$ cat src/rtl/led_frame_receiver.sv
// Serial LED pixel-word receiver: sof-framed bit stream into a 2-entry output FIFO.
// Optional frame tagging compiled in with the RX_FRAME_IDX_EN macro.
module led_frame_receiver #(
  parameter int unsigned WORD_W  = 16,
  parameter int unsigned FRAME_N = 17
) (
  input  logic              clk_in,
  input  logic              rst_n_in,
  input  logic              bit_en_in,
  input  logic              bit_in,
  input  logic              sof_in,
  output logic [WORD_W-1:0] word_out,
  output logic              word_valid_out,
  input  logic              word_ready_in,
  output logic              overflow_out,
  output logic              sync_err_out,
  output logic [4:0]        frame_idx_out
);

  localparam logic ST_IDLE  = 1'b0;
  localparam logic ST_SHIFT = 1'b1;
  localparam int unsigned CNT_W = $clog2(WORD_W + 1);

  logic              state;
  logic [CNT_W-1:0]  bit_cnt;
  logic [WORD_W-1:0] shift_q;
  logic [WORD_W-1:0] tail_q;
  logic [1:0]        count_q;
  logic [WORD_W-1:0] new_word;
  logic              push;
  logic              pop;

  always_comb begin
    new_word = {shift_q[WORD_W-2:0], bit_in};
    push     = bit_en_in && (state == ST_SHIFT) && !sof_in &&
               (bit_cnt == CNT_W'(WORD_W - 1));
    pop      = word_valid_out && word_ready_in;
  end

  // Left shift puts pixel 0 in the MSB once all WORD_W bits have arrived.
  always_ff @(posedge clk_in or negedge rst_n_in) begin
    if (!rst_n_in) begin
      state        <= ST_IDLE;
      bit_cnt      <= '0;
      shift_q      <= '0;
      sync_err_out <= 1'b0;
    end else begin
      sync_err_out <= 1'b0;
      if (bit_en_in) begin
        if (sof_in) begin
          sync_err_out <= (state == ST_SHIFT);
          state        <= ST_SHIFT;
          bit_cnt      <= CNT_W'(1);
          shift_q      <= WORD_W'(bit_in);
        end else if (state == ST_SHIFT) begin
          shift_q <= new_word;
          if (push) begin
            state   <= ST_IDLE;
            bit_cnt <= '0;
          end else begin
            bit_cnt <= bit_cnt + CNT_W'(1);
          end
        end
      end
    end
  end

  always_ff @(posedge clk_in or negedge rst_n_in) begin
    if (!rst_n_in) begin
      word_out       <= '0;
      tail_q         <= '0;
      count_q        <= '0;
      word_valid_out <= 1'b0;
      overflow_out   <= 1'b0;
    end else begin
      case (count_q)
        2'd0: begin
          if (push) begin
            word_out       <= new_word;
            count_q        <= 2'd1;
            word_valid_out <= 1'b1;
          end
        end
        2'd1: begin
          if (push && pop) begin
            word_out <= new_word;
          end else if (push) begin
            tail_q  <= new_word;
            count_q <= 2'd2;
          end else if (pop) begin
            count_q        <= 2'd0;
            word_valid_out <= 1'b0;
          end
        end
        2'd2: begin
          if (pop) begin
            word_out <= tail_q;
            if (push) tail_q <= new_word;
            else      count_q <= 2'd1;
          end else if (push) begin
            overflow_out <= 1'b1;
          end
        end
        default: begin
          count_q        <= '0;
          word_valid_out <= 1'b0;
        end
      endcase
    end
  end

`ifdef RX_FRAME_IDX_EN
  logic [4:0] tag_cnt;
  logic [4:0] tail_tag;

  // Tag slots follow the word slots; the counter advances even on dropped words.
  always_ff @(posedge clk_in or negedge rst_n_in) begin
    if (!rst_n_in) begin
      tag_cnt       <= '0;
      tail_tag      <= '0;
      frame_idx_out <= '0;
    end else begin
      if (push)
        tag_cnt <= (tag_cnt == 5'(FRAME_N - 1)) ? 5'd0 : tag_cnt + 5'd1;
      case (count_q)
        2'd0: if (push) frame_idx_out <= tag_cnt;
        2'd1: begin
          if (push && pop) frame_idx_out <= tag_cnt;
          else if (push)   tail_tag      <= tag_cnt;
        end
        2'd2: begin
          if (pop) begin
            frame_idx_out <= tail_tag;
            if (push) tail_tag <= tag_cnt;
          end
        end
        default: ;
      endcase
    end
  end
`else
  assign frame_idx_out = '0;
`endif

endmodule
$ cat config.mk
export PLATFORM = sky130hd
export DESIGN_NAME = led_frame_receiver
export DESIGN_NICKNAME = d
export VERILOG_FILES = /design/src/rtl/led_frame_receiver.sv
export SDC_FILE = /design/constraint.sdc
export NUM_CORES = 1
export LEC_CHECK = 0
export BUFFER_PORTS_ARGS = -buffer_cell sky130_fd_sc_hd__buf_2
export CORE_UTILIZATION = 57
export CTS_CLUSTER_SIZE = 20
export DETAILED_ROUTE_END_ITERATION = 6
export PLACE_DENSITY_LB_ADDON = 0.15
export RECOVER_POWER = 25
export SYNTH_ARGS = -nofsm -noshare
export SYNTH_HDL_FRONTEND = slang
export SYNTH_SLANG_ARGS = --single-unit
$ cat constraint.sdc
create_clock -name clk_in -period 1.8 [get_ports clk_in]
set_input_delay 0.09 -clock clk_in [delete_from_list [all_inputs] [get_ports clk_in]]
set_output_delay 0.09 -clock clk_in [all_outputs]
set_load 0.01 [all_outputs]
Word level (Yosys, flattened, before mapping)
Cells that the tools add are included.
{"block": "classes", "n_eq_ne": 11, "muxes": 30, "bitwise": 2, "n_addsub": 1, "n_reduce_logical": 16}
{"operator": "$mux 16", "n": 6}
{"operator": "$pmux 16 s3", "n": 1}
{"operator": "$pmux 16 s2", "n": 1}
{"operator": "$mux 15", "n": 2}
{"operator": "$mux 5", "n": 3}
{"operator": "$ne 2x2->1 const B", "n": 7}
{"operator": "$mux 2", "n": 6}
{"operator": "$reduce_and 5->1", "n": 2}
{"operator": "$mux 1", "n": 9}
{"operator": "$pmux 2 s3", "n": 1}
{"operator": "$reduce_and 3->1", "n": 2}
{"operator": "$add 5x1->5 const B", "n": 1}
{"operator": "$eq 5x4->1 const B", "n": 1}
{"operator": "$logic_and 1x1->1", "n": 5}
{"operator": "$reduce_and 4->1", "n": 1}
{"operator": "$reduce_bool 2->1", "n": 2}
{"operator": "$ne 3x3->1 const B", "n": 1}
{"operator": "$pmux 1 s3", "n": 1}
{"operator": "$reduce_bool 3->1", "n": 1}
{"operator": "$eq 2x1->1 const B", "n": 1}
{"operator": "$eq 2x2->1 const B", "n": 1}
{"operator": "$logic_not 2->1", "n": 1}
{"operator": "$not 1->1", "n": 2}
{"operator": "$reduce_and 2->1", "n": 1}
{"operator": "$logic_not 1->1", "n": 1}
{"block": "totals", "regBits": 58, "output_inout_bits": 24, "input_bits": 6}

Depth between registers and ports, before layout
Gate-level depths: netlist (run 1).
{"block": "logic_depth", "word_depth": 6, "depth_mapped": 6, "mapped_depth_nobuf": 5}

Worst setup path after synthesis (run 1)
Ideal clock, no wire load.
{"block": "synth_path", "path_kind": "reg-to-reg", "start": "reg bit_cnt[0]", "end": "reg tail_q[0]", "arrival_ns": 1.448, "n_path_buf": 1, "required_ns": 1.675, "stages_incl_launch_ff": 7, "slack_ns": 0.227, "path_cell_list": "dfrtp_1 -> ha_1 -> nand4b_2 -> nor2_4 -> o21ai_4 -> buf_6 -> mux2_4"}
{"block": "synth_via", "elab_chain_cells": 5, "elab_cells_between_ends": 9, "classes_between": "2 x eq/ne; 4 x mux; 3 x reduce/logical"}
{"element": "from (decl)", "line": "25", "text": "logic [CNT_W-1:0] bit_cnt;"}
{"element": "from (signal assigned)", "line": "61", "text": "bit_cnt <= bit_cnt + CNT_W'(1);"}
{"element": "$eq 5x4->1 *", "line": "36", "text": "(bit_cnt == CNT_W'(WORD_W - 1));"}
{"element": "$logic_and 1x1->1 *", "line": "35", "text": "push = bit_en_in && (state == ST_SHIFT) && !sof_in &&"}
{"element": "$mux 16 / $logic_and 1x1->1 (equally long branches)"}
{"element": "$mux 16 (tied with other cells)"}
{"element": "$pmux 16 s2 / $reduce_and 3->1 (equally long branches)"}
{"element": "to (signal assigned)", "line": "88", "text": "tail_q <= new_word;"}
{"element": "to (signal assigned)", "line": "98", "text": "if (push) tail_q <= new_word;"}
{"element": "to (decl)", "line": "27", "text": "logic [WORD_W-1:0] tail_q;"}
Every way passes the cells marked *; elsewhere a longest branch is shown, timed or not. The select of a mux whose other input is x is not followed.
A chain may end at the register's enable or synchronous reset.

Worst setup path after layout (run 1)
{"block": "layout_path", "start": "reg bit_cnt[0]", "end": "reg tail_q[8]"}
Same word-level chain as after synthesis.

==> flow_metrics.py, run 1 <==
metrics = {
    "run_status": {
        "status": "complete, no violations",
    },
    "clocking": {
        "clock_path_buffers": 2,
        "cts_tree": "done",
        "clkTransAtPathRegs_ns": 0.06,
        "cts.htree.levels": 3,
        "insertion_delay_ns": 0.33,
        "cts.sinks": 58,
        "cts_root_buffer": "clkbuf_8",
        "cts_made_buffers": 9,
    },
    "die": {
        "dieArea_sq_um": 4780,
        "rows": 24,
        "die_h_um": 69.1,
        "fp.dieW_um": 69.1,
        "initial_core_util_pct": 59.0,
        "core_sq_um": 4350,
        "io_pins": 30,
    },
    "synth": {
        "yosysWarnings": 0,
        "avgSynthCellArea_sq_um": 12.7,
        "synth_cells": 202,
        "synthFlopType": "dfrtp_1",
        "synthArstFlopShare_pct": 100,
        "synth_seq_area_share_pct": 56.5,
        "synth.distinct_cells": 40,
        "synth_edf_count": 0,
        "synth-seq-cells": 58,
        "synth_area_sq_um": 2570,
    },
    "placement": {
        "dp_cells": 272,
        "dp_hpwl_um": 2830,
        "placed_area_sq_um": 2720,
        "io_buffer_count": 24,
        "place.gp.congestion": 0.788,
    },
    "layout": {
        "finish.utilization_pct": 67.8,
        "final_common_cell": "dfrtp_1",
        "fill_cells": 342,
        "area_growth_pct": 14.9,
        "final_cells": 292,
        "drive_gt1_share_pct": 24.6,
        "mostFrequentLayoutCells": "dfrtp_1 (58), nand2_1 (26), clkbuf_1 (20), mux2i_1 (16), a22o_1 (15)",
        "nets": 243,
        "fin_area_sq_um": 2950,
        "antenna_cells": 0,
    },
    "timing": {
        "setup_viol_count_final": 0,
        "setup_tns_ns": 0,
        "relSlewSlack_pct": 16.1,
        "fmax_mhz": 581,
        "worst_pin_slew_ns": 1.26,
        "hold_violations": 0,
        "period_minus_slack_ns": 1.72,
        "skew_ns": 0.00662,
        "report.final.slew_viol_count": 0,
        "fin_crit_sh_pct": 95.7,
    },
    "critical_path": {
        "crit_arrival_ns": 1.94,
        "crit_path_start_kind": "register",
        "crit_chain": "ha_2 > nand4b_2 > nor2_4 > o21ai_4 > mux2_4",
        "crit_path_end_kind": "register",
        "cp.required_ns": 2.02,
        "max_stage_delay_ns": 0.40,
        "critPathTopFamily": "simple AND/OR/NAND/NOR gates",
        "crit_fanout": 8,
        "path_buf_inv": 0,
        "critical_path_class": "reg -> reg",
        "crit_slowest_cell": "dfrtp_1",
    },
    "power_and_ir_drop": {
        "p_leak_nw": 1.40,
        "vdd_drop_max_mv": 0.611,
        "p_per_area_nw_per_um2": 926,
    },
    "global_route": {
        "grt_pass1_wl_um": 7890,
        "antenna_found_initial": 0,
        "grt_use_total_pct": 21.4,
        "grt_pass1_vias": 1651,
        "grt_max_degree": 59,
        "gr-total-overflow": 0,
    },
    "drt": {
        "wl_per_cell_um": 16.2,
        "wirelength_um": 4730,
        "first_iter_violations": 109,
        "viasPerCell": 5.59,
        "via_count": 1631,
        "drt_first_pass_iters": 4,
        "drc": 0,
        "ant_nets": 0,
    },
    "worst_hold_path": {
        "hold_path.class": "in -> reg",
    },
    "job": {
        "drv_cap": 0,
    },
}
==> worst paths after layout <==
| path | from | end | slack [ns] | depth (start not counted) |
|---|---|---|---|---|
| max in group asynchronous | rst_n_in | shift_q[0] | 0.37 | 3 |
| min | bit_in | tail_q[0] | 0.02 | 2 |
| min reg2reg | overflow_out | overflow_out | 0.47 | 1 |
| max | bit_cnt[0] | tail_q[8] | 0.08 | 5 |
| min in group asynchronous | rst_n_in | tail_q[3] | 0.65 | 3 |
| max reg2reg | bit_cnt[0] | tail_q[8] | 0.08 | 5 |
==> metal layers <==
layer	global-route usage, %	vias up	share of wire (%)
li1	-	789	-
met1	28.0	793	48
met2	33.2	41	47
met3	4.09	8	3.2
met4	13.2	0	2.0
met5	0	-	0
==> cell usage after synthesis (2+ instances only) <==
master	count	area, sq um
a211o_1	2	17.5
a21bo_2	2	20.0
a22o_1	15	131
buf_2	5	25.0
buf_4	9	67.6
dfrtp_1	58	1450
inv_1	2	7.51
mux2_2	7	78.8
mux2_4	10	150
mux2i_1	16	160
nand2_1	26	97.6
o21a_1	2	15.0
o21ai_0	12	60.1
o21ai_1	10	50.1
==> cell families (layout without fill, tap and decap cells) <==
logic type | count (synthesis) | count (layout) | synth area share (%)
other | 1 | 5 | 0.146
AND/OR/NAND/NOR | 40 | 40 | 8.96
buffers and inverters | 18 | 51 | 4.48
multiplexers | 33 | 33 | 15.1
adder cells (fa/ha/maj) | 1 | 1 | 0.487
flip-flops | 58 | 58 | 56.5
AO/OA/AOI/OAI | 51 | 52 | 14.3
==> sequential cells by signal, summed over array words and instances (netlist names) <==
signal	flops
state	1
overflow_out	1
word_valid_out	1
word_out	16
count_q	2
sync_err_out	1
bit_cnt	5
shift_q	15
tail_q	16
==> worst register-to-register path: stages (launching register included) <==
cell and delay (ns):
dfrtp_1 0.40, ha_2 0.25, nand4b_2 0.17, nor2_4 0.27
o21ai_4 0.19, mux2_4 0.34
==> through the flow <==
step	hold WS, ns	power (mW)	worst slack (ns)
6_report	0.0218	2.74	0.0776
5_1_grt	0.0291	2.83	-0.00264
4_1_cts	0.00843	2.76	0.000179
3_5_place_dp	0.273	1.52	0.00241
3_3_place_gp	0.260	1.51	0.0680
2_1_floorplan	-0.206	1.46	0.227
==> timing repair <==
item,4_1_cts,5_1_grt
buffers inserted,0,3
cloned,0,1
pin swaps,0,1
endpoints found under the setup margin,1,16
hold buffers,1,0
hold endpoints to repair,58,0
gates resized for setup,1,2
==> final cells by class <==
class	count	area [sq um]	area share, %
Clock inverter	2	35.0	1.19
Sequential cell	58	1450	49.2
Multi-Input combinational cell	131	1040	35.3
Tap cell	52	65.1	2.20
Clock buffer	13	169	5.72
Inverter	2	7.51	0.254
Timing Repair Buffer	34	184	6.23
==> power by group <==
part | internal, mW | switching (mW) | total [mW]
Combinational | 0.0522 | 0.0843 | 0.137
Sequential | 1.33 | 0.0330 | 1.36
Clock | 0.743 | 0.491 | 1.23
Total | 2.13 | 0.608 | 2.74
Note: power is estimated with default switching activity, not from simulation.
==> run 2, diff against run 1 <==
==> constraint.sdc (replaced) <==
create_clock -name clk_in -period 1.8 [get_ports clk_in]
set_input_delay 0.36 -clock clk_in [delete_from_list [all_inputs] [get_ports clk_in]]
set_output_delay 0.36 -clock clk_in [all_outputs]
set_load 0.01 [all_outputs]
==> run 2 against run 1 <==
Against the previous run: final area rose by 0.13%; die area did not move; maximum frequency shrank 0.77%; combinational power hardly changed; critical path depth did not move; core utilization increased by 0.086 points; count of clock-buffer cells in the layout down 2; cell count shrank 0.68%; worst setup slack got worse by 0.013 ns; clock power barely moved; sequential share of layout area decreased by 0.063 points; first-iteration DRC count down 24%.
==> flow_metrics.py, run 2 (synthesis results as in run 1) <==
metrics = {
    "run_status": {
        "status": "complete, no violations",
    },
    "critical_path": {
        "rr_endpoint": "tail_q[4]",
        "crit_path_start_kind": "register",
        "rrSetupSlack_ns": 0.06,
        "critical_path_class": "reg -> reg",
        "crit_fanout": 8,
        "crit_arrival_ns": 1.96,
        "crit_path_end_kind": "register",
        "crit_chain": "ha_2 > nand4b_2 > nor2_4 > o21ai_2 > mux2_4",
        "cp.required_ns": 2.03,
        "max_stage_delay_ns": 0.42,
        "critPathTopFamily": "flip-flops",
        "r2r_start": "bit_cnt[0]",
        "path_buf_inv": 0,
        "crit_slowest_cell": "dfrtp_1",
        "reg2reg_depth": 5,
    },
    "layout": {
        "antenna_cells": 0,
        "mostFrequentLayoutCells": "dfrtp_1 (58), nand2_1 (26), buf_2 (23), mux2i_1 (16), a22o_1 (15)",
        "fin_area_sq_um": 2960,
        "nets": 240,
        "reg.largest.list": "tail_q x16, word_out x16, shift_q x15",
        "final_common_cell": "dfrtp_1",
        "drive_gt1_share_pct": 31.9,
        "area_growth_pct": 15.0,
    },
    "die": {
        "die_h_um": 69.1,
        "fp.dieW_um": 69.1,
        "rows": 24,
        "io_pins": 30,
        "initial_core_util_pct": 59.0,
        "core_sq_um": 4350,
        "dieArea_sq_um": 4780,
    },
    "drt": {
        "ant_nets": 0,
        "drc": 0,
        "drt_first_pass_iters": 4,
        "viasPerCell": 5.72,
        "wl_per_cell_um": 16.4,
        "wirelength_um": 4750,
        "via_count": 1658,
        "first_iter_violations": 83,
    },
    "global_route": {
        "grt_use_met1_pct": 27.7,
        "grt_use_total_pct": 21.5,
        "use_met2_pct": 34.1,
        "grt_max_degree": 39,
        "grt_pass1_vias": 1667,
        "gr-total-overflow": 0,
        "antenna_found_initial": 0,
        "grt_busiest_layer": "met2",
        "gr-usage-met3_pct": 4.82,
        "grt_pass1_wl_um": 7880,
    },
    "clocking": {
        "clock_path_buffers": 2,
        "cts_tree": "done",
        "cts.htree.levels": 3,
        "cts_root_buffer": "clkbuf_8",
        "cts.sinks": 58,
        "cts_setup_buffers": 0,
        "clkTransAtPathRegs_ns": 0.07,
        "insertion_delay_ns": 0.34,
        "cts_made_buffers": 9,
    },
    "worst_hold_path": {
        "hold-path-cell-count": 2,
        "hold_end": "shift_q[0]",
        "hold_path.class": "in -> reg",
        "min-delay-start": "bit_in",
    },
    "job": {
        "drv_cap": 0,
    },
    "placement": {
        "dp_slack_ns": -0.0238,
        "place.gp.congestion": 0.824,
        "io_buffer_count": 24,
        "placed_area_sq_um": 2730,
        "dp_hpwl_um": 2840,
    },
    "power_and_ir_drop": {
        "p_leak_nw": 1.46,
        "p_per_area_nw_per_um2": 917,
        "vdd_drop_max_mv": 0.769,
        "total_power_mw": 2.71,
    },
    "timing": {
        "setup_viol_count_final": 0,
        "skew_ns": 0.00727,
        "worst_pin_slew_ns": 1.23,
        "setup_tns_ns": 0,
        "setup_ws_ns": 0.0642,
        "relSlewSlack_pct": 17.9,
        "hold_violations": 0,
        "fmax_mhz": 576,
        "report.final.slew_viol_count": 0,
        "period_minus_slack_ns": 1.74,
        "fin_crit_sh_pct": 96.4,
        "rsz0062_at_grt": "yes",
    },
}
==> run 2: cell count changes in the layout (fill, tap and decap cells not counted), moves of 2 or more <==
cell	before	now
buf_4	7	4
clkinv_2	1	3
clkbuf_1	20	1
buf_2	6	23
==> run 2: worst max-delay path by stage <==
| stage | startpoint | endpoint | cells past startpoint |
|---|---|---|---|
| after floorplan | bit_cnt[0] | tail_q[0] | 6 |
| after global placement | word_ready_in | tail_q[11] | 4 |
| after detailed placement | word_ready_in | tail_q[6] | 4 |
| after CTS | count_q[0] | tail_q[6] | 4 |
| after global routing | bit_cnt[0] | tail_q[15] | 5 |
| final | bit_cnt[0] | tail_q[4] | 5 |
==> run 2: what timing repair did <==
item	4_1_cts	5_1_grt
setup endpoints to repair	0	16
endpoints found under the hold margin	2	0
resized for setup	0	1
hold buffers	1	0
==> run 2: layer usage <==
| layer | up-vias | wire length [um] |
|---|---|---|
| met3 | 9 | 120 |
| met5 | - | 0 |
| li1 | 778 | - |
| met4 | 0 | 96 |
| met2 | 32 | 2250 |
| met1 | 839 | 2280 |
==> run 2: metrics by stage <==
stage | hold WS, ns | cells | util [%]
6_report | 0.299 | 290 | 67.9
5_1_grt | 0.311 | 290 | 67.9
4_1_cts | 0.295 | 289 | 67.7
3_5_place_dp | 0.351 | 272 | 62.8
3_3_place_gp | 0.336 | 272 | 62.8
2_1_floorplan | 0.0644 | 206 | -
==> run 2: cell type report <==
| cell class | count | area, sq um |
|---|---|---|
| Timing Repair Buffer | 31 | 199 |
| Tap cell | 52 | 65.1 |
| Fill cell | 329 | 1400 |
| Multi-Input combinational cell | 131 | 1030 |
| Sequential cell | 58 | 1450 |
| Clock inverter | 5 | 52.6 |
| Inverter | 2 | 7.51 |
| Clock buffer | 11 | 151 |
==> run 2: where the power goes <==
group | total (mW) | leakage [nW] | internal [mW] | switching [mW]
clock | 1.21 | 0.105 | 0.706 | 0.504
sequential | 1.37 | 0.791 | 1.33 | 0.0342
combinational | 0.136 | 0.566 | 0.0527 | 0.0829
total | 2.71 | 1.46 | 2.09 | 0.621
